## src/rtl/serial_add_ctrl.sv

```systemverilog
// serial_add_ctrl: bit-serial adder controller.
// One full-adder cell, made of two half-adder stages and a carry register,
// is reused over WIDTH cycles, LSB first. Operands come in on a valid/ready
// handshake. The result is held in DONE until the consumer takes it.
// Optional feature: define SERIAL_ADD_SUB_EN to honour the sub input.
// With it, b is inverted and the carry is preset to 1, giving a - b.
module serial_add_ctrl #(
  parameter int WIDTH = 8
) (
  input  logic             clk,
  input  logic             rst,
  input  logic             in_valid,
  output logic             in_ready,
  input  logic [WIDTH-1:0] a,
  input  logic [WIDTH-1:0] b,
  input  logic             sub,
  output logic             out_valid,
  input  logic             out_ready,
  output logic [WIDTH-1:0] sum,
  output logic             cout,
  output logic             busy
);

  localparam int CNT_W = $clog2(WIDTH + 1);
  localparam logic [CNT_W-1:0] LAST_BIT = CNT_W'(WIDTH - 1);

  typedef enum logic [1:0] {
    S_IDLE = 2'd0,
    S_RUN  = 2'd1,
    S_DONE = 2'd2
  } state_t;

  state_t           state_q, state_d;
  logic [WIDTH-1:0] a_q, a_d;
  logic [WIDTH-1:0] b_q, b_d;
  logic [WIDTH-1:0] sum_q, sum_d;
  logic [CNT_W-1:0] cnt_q, cnt_d;
  logic             carry_q, carry_d;
  logic             cout_q, cout_d;

  // Operand B as it enters the shift register, and the initial carry.
  logic [WIDTH-1:0] b_load;
  logic             carry_init;

`ifdef SERIAL_ADD_SUB_EN
  assign b_load     = sub ? ~b : b;
  assign carry_init = sub;
`else
  logic unused_sub;
  assign unused_sub = sub;
  assign b_load     = b;
  assign carry_init = 1'b0;
`endif

  // The shared full-adder cell: two half-adder stages on the current LSBs.
  logic ha1_p, ha1_g, ha2_s, ha2_t, carry_nxt;
  assign ha1_p     = a_q[0] ^ b_q[0];
  assign ha1_g     = a_q[0] & b_q[0];
  assign ha2_s     = ha1_p ^ carry_q;
  assign ha2_t     = ha1_p & carry_q;
  assign carry_nxt = ha1_g | ha2_t;

  // Next-state and datapath control for IDLE -> RUN -> DONE.
  always_comb begin
    // NOTE: every signal gets a hold default first, so no path leaves one unassigned and no latch appears.
    state_d = state_q;
    a_d     = a_q;
    b_d     = b_q;
    sum_d   = sum_q;
    cnt_d   = cnt_q;
    carry_d = carry_q;
    cout_d  = cout_q;
    unique case (state_q)
      S_IDLE: begin
        if (in_valid) begin
          a_d     = a;
          b_d     = b_load;
          carry_d = carry_init;
          cnt_d   = '0;
          state_d = S_RUN;
        end
      end
      S_RUN: begin
        a_d            = a_q >> 1;
        b_d            = b_q >> 1;
        sum_d          = sum_q >> 1;
        sum_d[WIDTH-1] = ha2_s;
        carry_d        = carry_nxt;
        cnt_d          = cnt_q + 1'b1;
        if (cnt_q == LAST_BIT) begin
          cout_d  = carry_nxt;
          state_d = S_DONE;
        end
      end
      S_DONE: begin
        if (out_ready) begin
          state_d = S_IDLE;
        end
      end
      default: state_d = S_IDLE;
    endcase
  end

  // Control state, result and carry registers, with synchronous reset.
  always_ff @(posedge clk) begin
    if (rst) begin
      state_q <= S_IDLE;
      sum_q   <= '0;
      cnt_q   <= '0;
      carry_q <= 1'b0;
      cout_q  <= 1'b0;
    end else begin
      state_q <= state_d;
      sum_q   <= sum_d;
      cnt_q   <= cnt_d;
      carry_q <= carry_d;
      cout_q  <= cout_d;
    end
  end

  // Operand shift registers.
  // NOTE: these have no reset because every accept reloads them before they are read.
  always_ff @(posedge clk) begin
    a_q <= a_d;
    b_q <= b_d;
  end

  assign in_ready  = (state_q == S_IDLE) && !rst;
  assign out_valid = (state_q == S_DONE);
  assign busy      = (state_q != S_IDLE);
  assign sum       = sum_q;
  assign cout      = cout_q;

endmodule

```

## config.mk

```make
export PLATFORM = sky130hd
export DESIGN_NAME = serial_add_ctrl
export DESIGN_NICKNAME = d
export VERILOG_FILES = /design/src/rtl/serial_add_ctrl.sv
export SDC_FILE = /design/constraint.sdc
export NUM_CORES = 1
export LEC_CHECK = 0
export BUFFER_PORTS_ARGS = -buffer_cell sky130_fd_sc_hd__buf_4
export CAP_MARGIN = 20
export CORE_ASPECT_RATIO = 1.1
export CORE_MARGIN = 2
export CORE_UTILIZATION = 50
export CTS_CLUSTER_DIAMETER = 50
export DETAILED_ROUTE_END_ITERATION = 16
export PLACE_DENSITY_LB_ADDON = 0.3
export SYNTH_ARGS = -nofsm -noshare
export SYNTH_HDL_FRONTEND = slang
export SYNTH_SLANG_ARGS = --single-unit
```

## constraint.sdc

```tcl
create_clock -name clk -period 1.8 [get_ports clk]
set_clock_uncertainty 0.15 [all_clocks]
set_input_delay 0.36 -clock clk [delete_from_list [all_inputs] [get_ports clk]]
set_output_delay 0.36 -clock clk [all_outputs]
set_load 0.02 [all_outputs]
```

==> impl_metrics.ini, run 1 <==
[run_status]
status = finished, final reports clean

[hold_path]
hold_path_startpoint = a[5]
min_path_type = in2reg

[layout]
area_delta_synth_final_pct = 24.8
fin_cells = 208
final_util_pct = 65.9
final_nets = 199
final_area_sq_um = 1660
drive_gt1_share_pct = 26.0
diodes = 0

[synth]
synth_compound_area_share_pct = 8.18
synth-seq-area-share_pct = 60.2
yosysWarnings = 0
syn-num-nets = 164
synthDistinctLibCells = 28
yosysTopAreaCell = edfxtp_1
ys.flop_type = edfxtp_1
synth_top_area_share_pct = 36.1
synth_fa_ha_area_share_pct = 2.45
synth_area_per_cell_sq_um = 9.43
netlist_area_sq_um = 1330
synth.area.top_cells = edfxtp_1 (36%), dfxtp_1 (24%), nand2_1 (17%), a21oi_1 (3.8%), buf_2 (1.5%)
synth_xor_area_share_pct = 0
synth.area.mux_share_pct = 0.753
synth_top_family_by_area = simple AND/OR/NAND/NOR gates
ys_seq_elements = 32
synth_simple_gate_area_share_pct = 24.1
ys_async_sr_fraction_pct = 0
syn_inst = 141
synth_edf_count = 16

[critical_path]
max_stage_delay_ps = 360
slowest_stage = dfxtp_4
startpoint_type = flop
crit_fanout = 4
r2r-start = state_q[0]
critPathLaunch = state_q[0]
path_cells = or2_4 > nor2_2 > buf_6
worstSetupPathType = reg2out
cp.arrival_ps = 1170
critical_path_required_ps = 1290
end_kind = primary output

[routing]
vias_per_cell = 4.88
drt_iter0_markers = 23
wl_per_cell_um = 12.1
routed_wl_mm = 2.51
remaining_drc_errors = 0
dr.pass1.iters = 4
via_count = 1014
ant_nets = 0

[clock_tree]
hold_buffers = 0
h-tree-depth = 2
clk_pin_slew_ps = 100
cts_tree = done
cts_made_buffers = 5
clk_latency_ps = 330
cts_sinks = 32
root_buffer = clkbuf_4
cts_buffer_depth = 2

[floorplanning]
start_util_pct = 52.8
die-area_sq_um = 3090
num_io_pins = 33
coreArea_sq_um = 2520
rows = 19
fp.dieH_um = 58.1
die_w_um = 53.2

[global_routing]
grt_pass1_wl_mm = 4.19
grt_pass1_vias = 939
overflow = 0
grtUsageTotal_pct = 19.3
grt_start_max_net_pins = 28
antenna_found_initial = 0

[placed_design]
port_buffers = 31
hpwl_mm = 1.63
dpl_cell_area_sq_um = 1590
gp_congestion = 0.655
place_inst = 199

[sta]
rsz0062_at_grt = false
post-route-min-period_ps = 1680
min_period_over_period_pct = 93.2
holdWs_ps = 134
setup_tns_ps = 0
slew_headroom_pct = 58.7
hold_viol = 0
slew_violations = 0
finalSetupViolCount = 0
worstMarginPinSlew_ps = 619
max_freq_mhz = 596

[power_and_ir_drop]
combinationalPowerShare_pct = 12.1
pwr-share-seq_pct = 60.5
ir_drop_uv = 763
p_int_uw = 1050
sw_frac_of_total_pct = 24.4
power.switching_uw = 339
powerDensity_nw_per_um2 = 837
clock_power_share_pct = 27.4
p_leak_uw = 0.000726

[job]
drv_cap = 0
## final timing paths
| kind | endpoint | slack, ps | cells past startpoint |
|---|---|---|---|
| max | in_ready | 120 | 3 |
| min | a_q[5] | 130 | 3 |
| max reg2reg | a_q[2] | 240 | 3 |
| min reg2reg | sum[1] | 330 | 2 |
## placed cells by master, fill, tap and decap left out
cell type,netlist,layout
nand2_1,59,59
buf_4,0,35
edfxtp_1,16,16
dfxtp_1,16,14
a21oi_1,10,10
clkbuf_4,0,5
inv_1,4,4
nor2b_1,3,3
nor2_1,4,3
a22oi_1,2,2
nand3_1,2,2
and2_1,2,2
clkbuf_1,3,2
o21bai_1,1,1
and2b_1,1,1
nand2b_1,1,1
or2_4,0,1
nor2_2,0,1
a211oi_1,1,1
mux2i_1,1,1
nand4b_1,1,1
o2bb2ai_1,1,1
or3_1,1,1
a31oi_1,1,1
o21ai_0,1,1
o41ai_1,1,1
nor3b_1,1,1
fa_1,1,1
ha_1,1,1
clkinv_2,0,1
buf_6,1,1
dfxtp_4,0,1
dfxtp_2,0,1
## flip-flops by register name (all words and copies together), names as in the netlist
name     flops
state_q      2
sum          8
cout         1
a_q          8
cnt_q        4
carry_q      1
b_q          8
## power groups by stage
| stage | Sequential (uW) | Combinational [uW] | Clock [uW] |
|---|---|---|---|
| floorplan | 857 | 93.0 | 0 |
| global placement | 856 | 155 | 0 |
| detailed placement | 858 | 159 | 0 |
| CTS | 842 | 164 | 394 |
| global route | 847 | 190 | 429 |
| finish | 840 | 167 | 381 |
## timing repair
| action | in CTS | in global routing |
|---|---|---|
| endpoints found under the setup margin | 0 | 1 |
| resized for setup | 0 | 6 |
| hold endpoints to repair | 0 | 0 |
| setup buffers | 0 | 1 |
## critical path: cells and delay by family, from the launching register on
kind	cells	cell delay, ps
and+or+nand+nor	2	370
DFF	1	360
buffers and inverters	1	120
## Yosys cell counts (2+ instances only)
master	number
edfxtp_1	16
a21oi_1	10
dfxtp_1	16
nand2_1	59
buf_2	4
inv_1	4
nor2_1	4
a22oi_1	2
and2_1	2
nor2b_1	3
clkbuf_1	3
nand3_1	2
## layer usage
layer / track usage, % / up-vias / wire (um)
met5: 0 / - / 0
li1: - / 535 / -
met2: 30.2 / 33 / 1280
met1: 23.7 / 443 / 1060
met4: 6.59 / 0 / 17
met3: 8.51 / 3 / 152
## metrics by stage
step           setup slack (ps)  total power [uW]
2_1_floorplan               234               950
4_1_cts                    19.0              1400
3_3_place_gp                304              1010
3_5_place_dp                257              1020
6_report                    122              1390
5_1_grt                    55.1              1470
## logic make-up (layout without fill, tap and decap cells)
family                   Yosys count  after routing
AND/OR/NAND/NOR                   76             76
buffers and inverters             12             48
AO/OA/AOI/OAI                     18             18
multiplexers                       1              1
adder cells (fa/ha/maj)            2              2
flip-flops                        32             32
## layout make-up
class                   count  area, sq um
clock buffers               7         45.0
flip-flops and latches     32          806
repair buffers             36          274
multi-input cells          97          477
well taps                  31         38.8
inverters                   4         15.0
clock inverters             1         5.00
fillers                   213          860
Power figures use the tool's default switching activity.
==> inputs of run 2 (changes only) <==
- ABC_AREA: default -> 1
==> run 2 against run 1 <==
Synthesized cell count rose by 12%. Register-to-register slack got worse by 50 ps. Area after synthesis rose by 2.5%. Highest routed layer unchanged.
==> impl_metrics.ini, run 2 <==
[run_status]
status = finished, final reports clean

[routing]
via_count = 1073
wl_per_cell_um = 11.2
remaining_drc_errors = 0
routed_wl_mm = 2.52
ant_nets = 0
vias_per_cell = 4.77
drt_iter0_markers = 11
dr.pass1.iters = 5

[clock_tree]
hold_buffers = 0
cts_resized = 0
cts_tree = done
cts_made_buffers = 5
post-cts-setup-buffer-count = 0
h-tree-depth = 2
cts_sinks = 32
cts_buffer_depth = 2
clk_pin_slew_ps = 100
root_buffer = clkbuf_4
clk_latency_ps = 330

[synth]
ys.flop_type = edfxtp_1
ys_async_sr_fraction_pct = 0
yosysMostFrequentCell = nand2_1
syn-num-nets = 181
netlist_area_sq_um = 1360
synth_area_per_cell_sq_um = 8.63
synth_edf_count = 16
yosysTopAreaCell = edfxtp_1
synthTopCellsByCount = nand2_1 (59), nor2_1 (25), dfxtp_1 (16), edfxtp_1 (16), inv_1 (11)
synth.area.top_cells = edfxtp_1 (35%), dfxtp_1 (23%), nand2_1 (16%), nor2_1 (6.9%), o21ai_0 (3.7%)
synthDistinctLibCells = 17
synth_top_area_share_pct = 35.2
synth-seq-area-share_pct = 58.7
ys_seq_elements = 32
yosysWarnings = 0
syn_inst = 158

[sta]
worstMarginPinSlew_ps = 690
setup_tns_ps = 0
post-route-min-period_ps = 1650
slew_headroom_pct = 54.0
min_period_over_period_pct = 91.4
finalSetupViolCount = 0
max_freq_mhz = 608
rsz0062_at_grt = false
hold_viol = 0
slew_violations = 0
holdWs_ps = 75.7

[layout]
fin_cells = 225
drive_gt1_share_pct = 23.7
final_common_cell = nand2_1
final_nets = 216
diodes = 0
ff_latch_area_sq_um = 801
final_util_pct = 66.7
area_delta_synth_final_pct = 24.5
multiInputGateArea_sq_um = 464
fillers = 218
most-common-layout-cells = nand2_1 (59), buf_4 (34), nor2_1 (25), edfxtp_1 (16), dfxtp_1 (16)

[floorplanning]
die_w_um = 53.8
fp.dieH_um = 58.8
rows = 19
num_io_pins = 33
start_util_pct = 53.6
die-area_sq_um = 3160
coreArea_sq_um = 2540

[power_and_ir_drop]
powerDensity_nw_per_um2 = 955
p_int_uw = 1230
pwr-share-seq_pct = 53.2
sw_frac_of_total_pct = 23.9
clock_power_share_pct = 34.2
total_power_uw = 1620
combinationalPowerShare_pct = 12.6
ir_drop_uv = 746
power.switching_uw = 387
p_leak_uw = 0.000814

[critical_path]
path_delay_family = flip-flops
ff2ff_setup_slack_ps = 190
cp.arrival_ps = 1140
path_common_cell = nor2_1
slowest_stage = dfxtp_1
r2r-start = state_q[0]
worstSetupPathType = reg2out
rr_endpoint = b_q[1]
critPathBufInv = 2
end_kind = primary output
path_cells = nor2_1 > inv_1 > nor2_1 > buf_4
startpoint_type = flop
critical_path_required_ps = 1290
reg2reg_depth = 2
crit_fanout = 5
max_stage_delay_ps = 360

[hold_path]
min_path_type = in2reg
hold_path_startpoint = rst
whs_path_depth = 2
whs_endpoint = cnt_q[1]

[global_routing]
grtUsageMet1_pct = 22.9
gr-usage-met3_pct = 5.33
grt_pass1_wl_mm = 4.21
overflow = 0
grt-busiest-layer = met2
grt_pass1_vias = 1009
antenna_found_initial = 0
met2_usage_pct = 29.4
grt_start_max_net_pins = 23
grtUsageTotal_pct = 18.7

[placed_design]
port_buffers = 31
gp_congestion = 0.744
place_inst = 217
hpwl_mm = 1.72

[job]
drv_cap = 0
run 2: metrics by stage:
stage	cell area, sq um	setup slack [ps]
floorplan	1360	350
global placement	1610	217
detailed placement	1610	191
CTS	1700	140
global route	1700	77.4
finish	1700	155
run 2: area by class of cell:
type | count | area share (%)
Sequential cell | 32 | 47.2
Multi-Input combinational cell | 107 | 27.3
Inverter | 13 | 2.87
Tap cell | 31 | 2.28
Clock buffer | 8 | 5.31
Timing Repair Buffer | 34 | 15.0
run 2: logic make-up (layout without fill, tap and decap cells):
group / Yosys count / after routing / synth area share, %
compound gates: 17 / 17 / 6.24
fa+ha+maj: 2 / 2 / 2.39
buf+inv: 19 / 55 / 7.25
flops: 32 / 32 / 58.7
simple gates: 88 / 88 / 25.4
run 2: how the worst max path moves through the flow:
stage,startpoint,to,slack [ps],depth (start not counted)
finish,state_q[0],in_ready,150,4
global route,state_q[0],state_q[0],80,4
CTS,state_q[0],in_ready,140,4
detailed placement,state_q[0],b_q[6],190,2
global placement,in_valid,b_q[5],220,3
floorplan,state_q[0],a_q[0],350,2
run 2: routing by layer:
layer  wire length (um)  share of wire, %  vias up
met5                  0                 0        -
met4                 61               2.4        0
met3                115               4.6        8
met2               1230                49       30
met1               1110                44      471
li1                   -                 -      564
run 2: worst register-to-register path: stages, from the launching register on:
cell and delay [ps]:
dfxtp_1 420, o21ai_0 150, inv_1 530
run 2: power groups by stage:
stage	clock (uW)	combinational, uW	sequential (uW)
floorplan	0	110	888
global placement	0	198	875
detailed placement	0	204	878
CTS	567	206	863
global route	594	228	869
finish	555	204	862
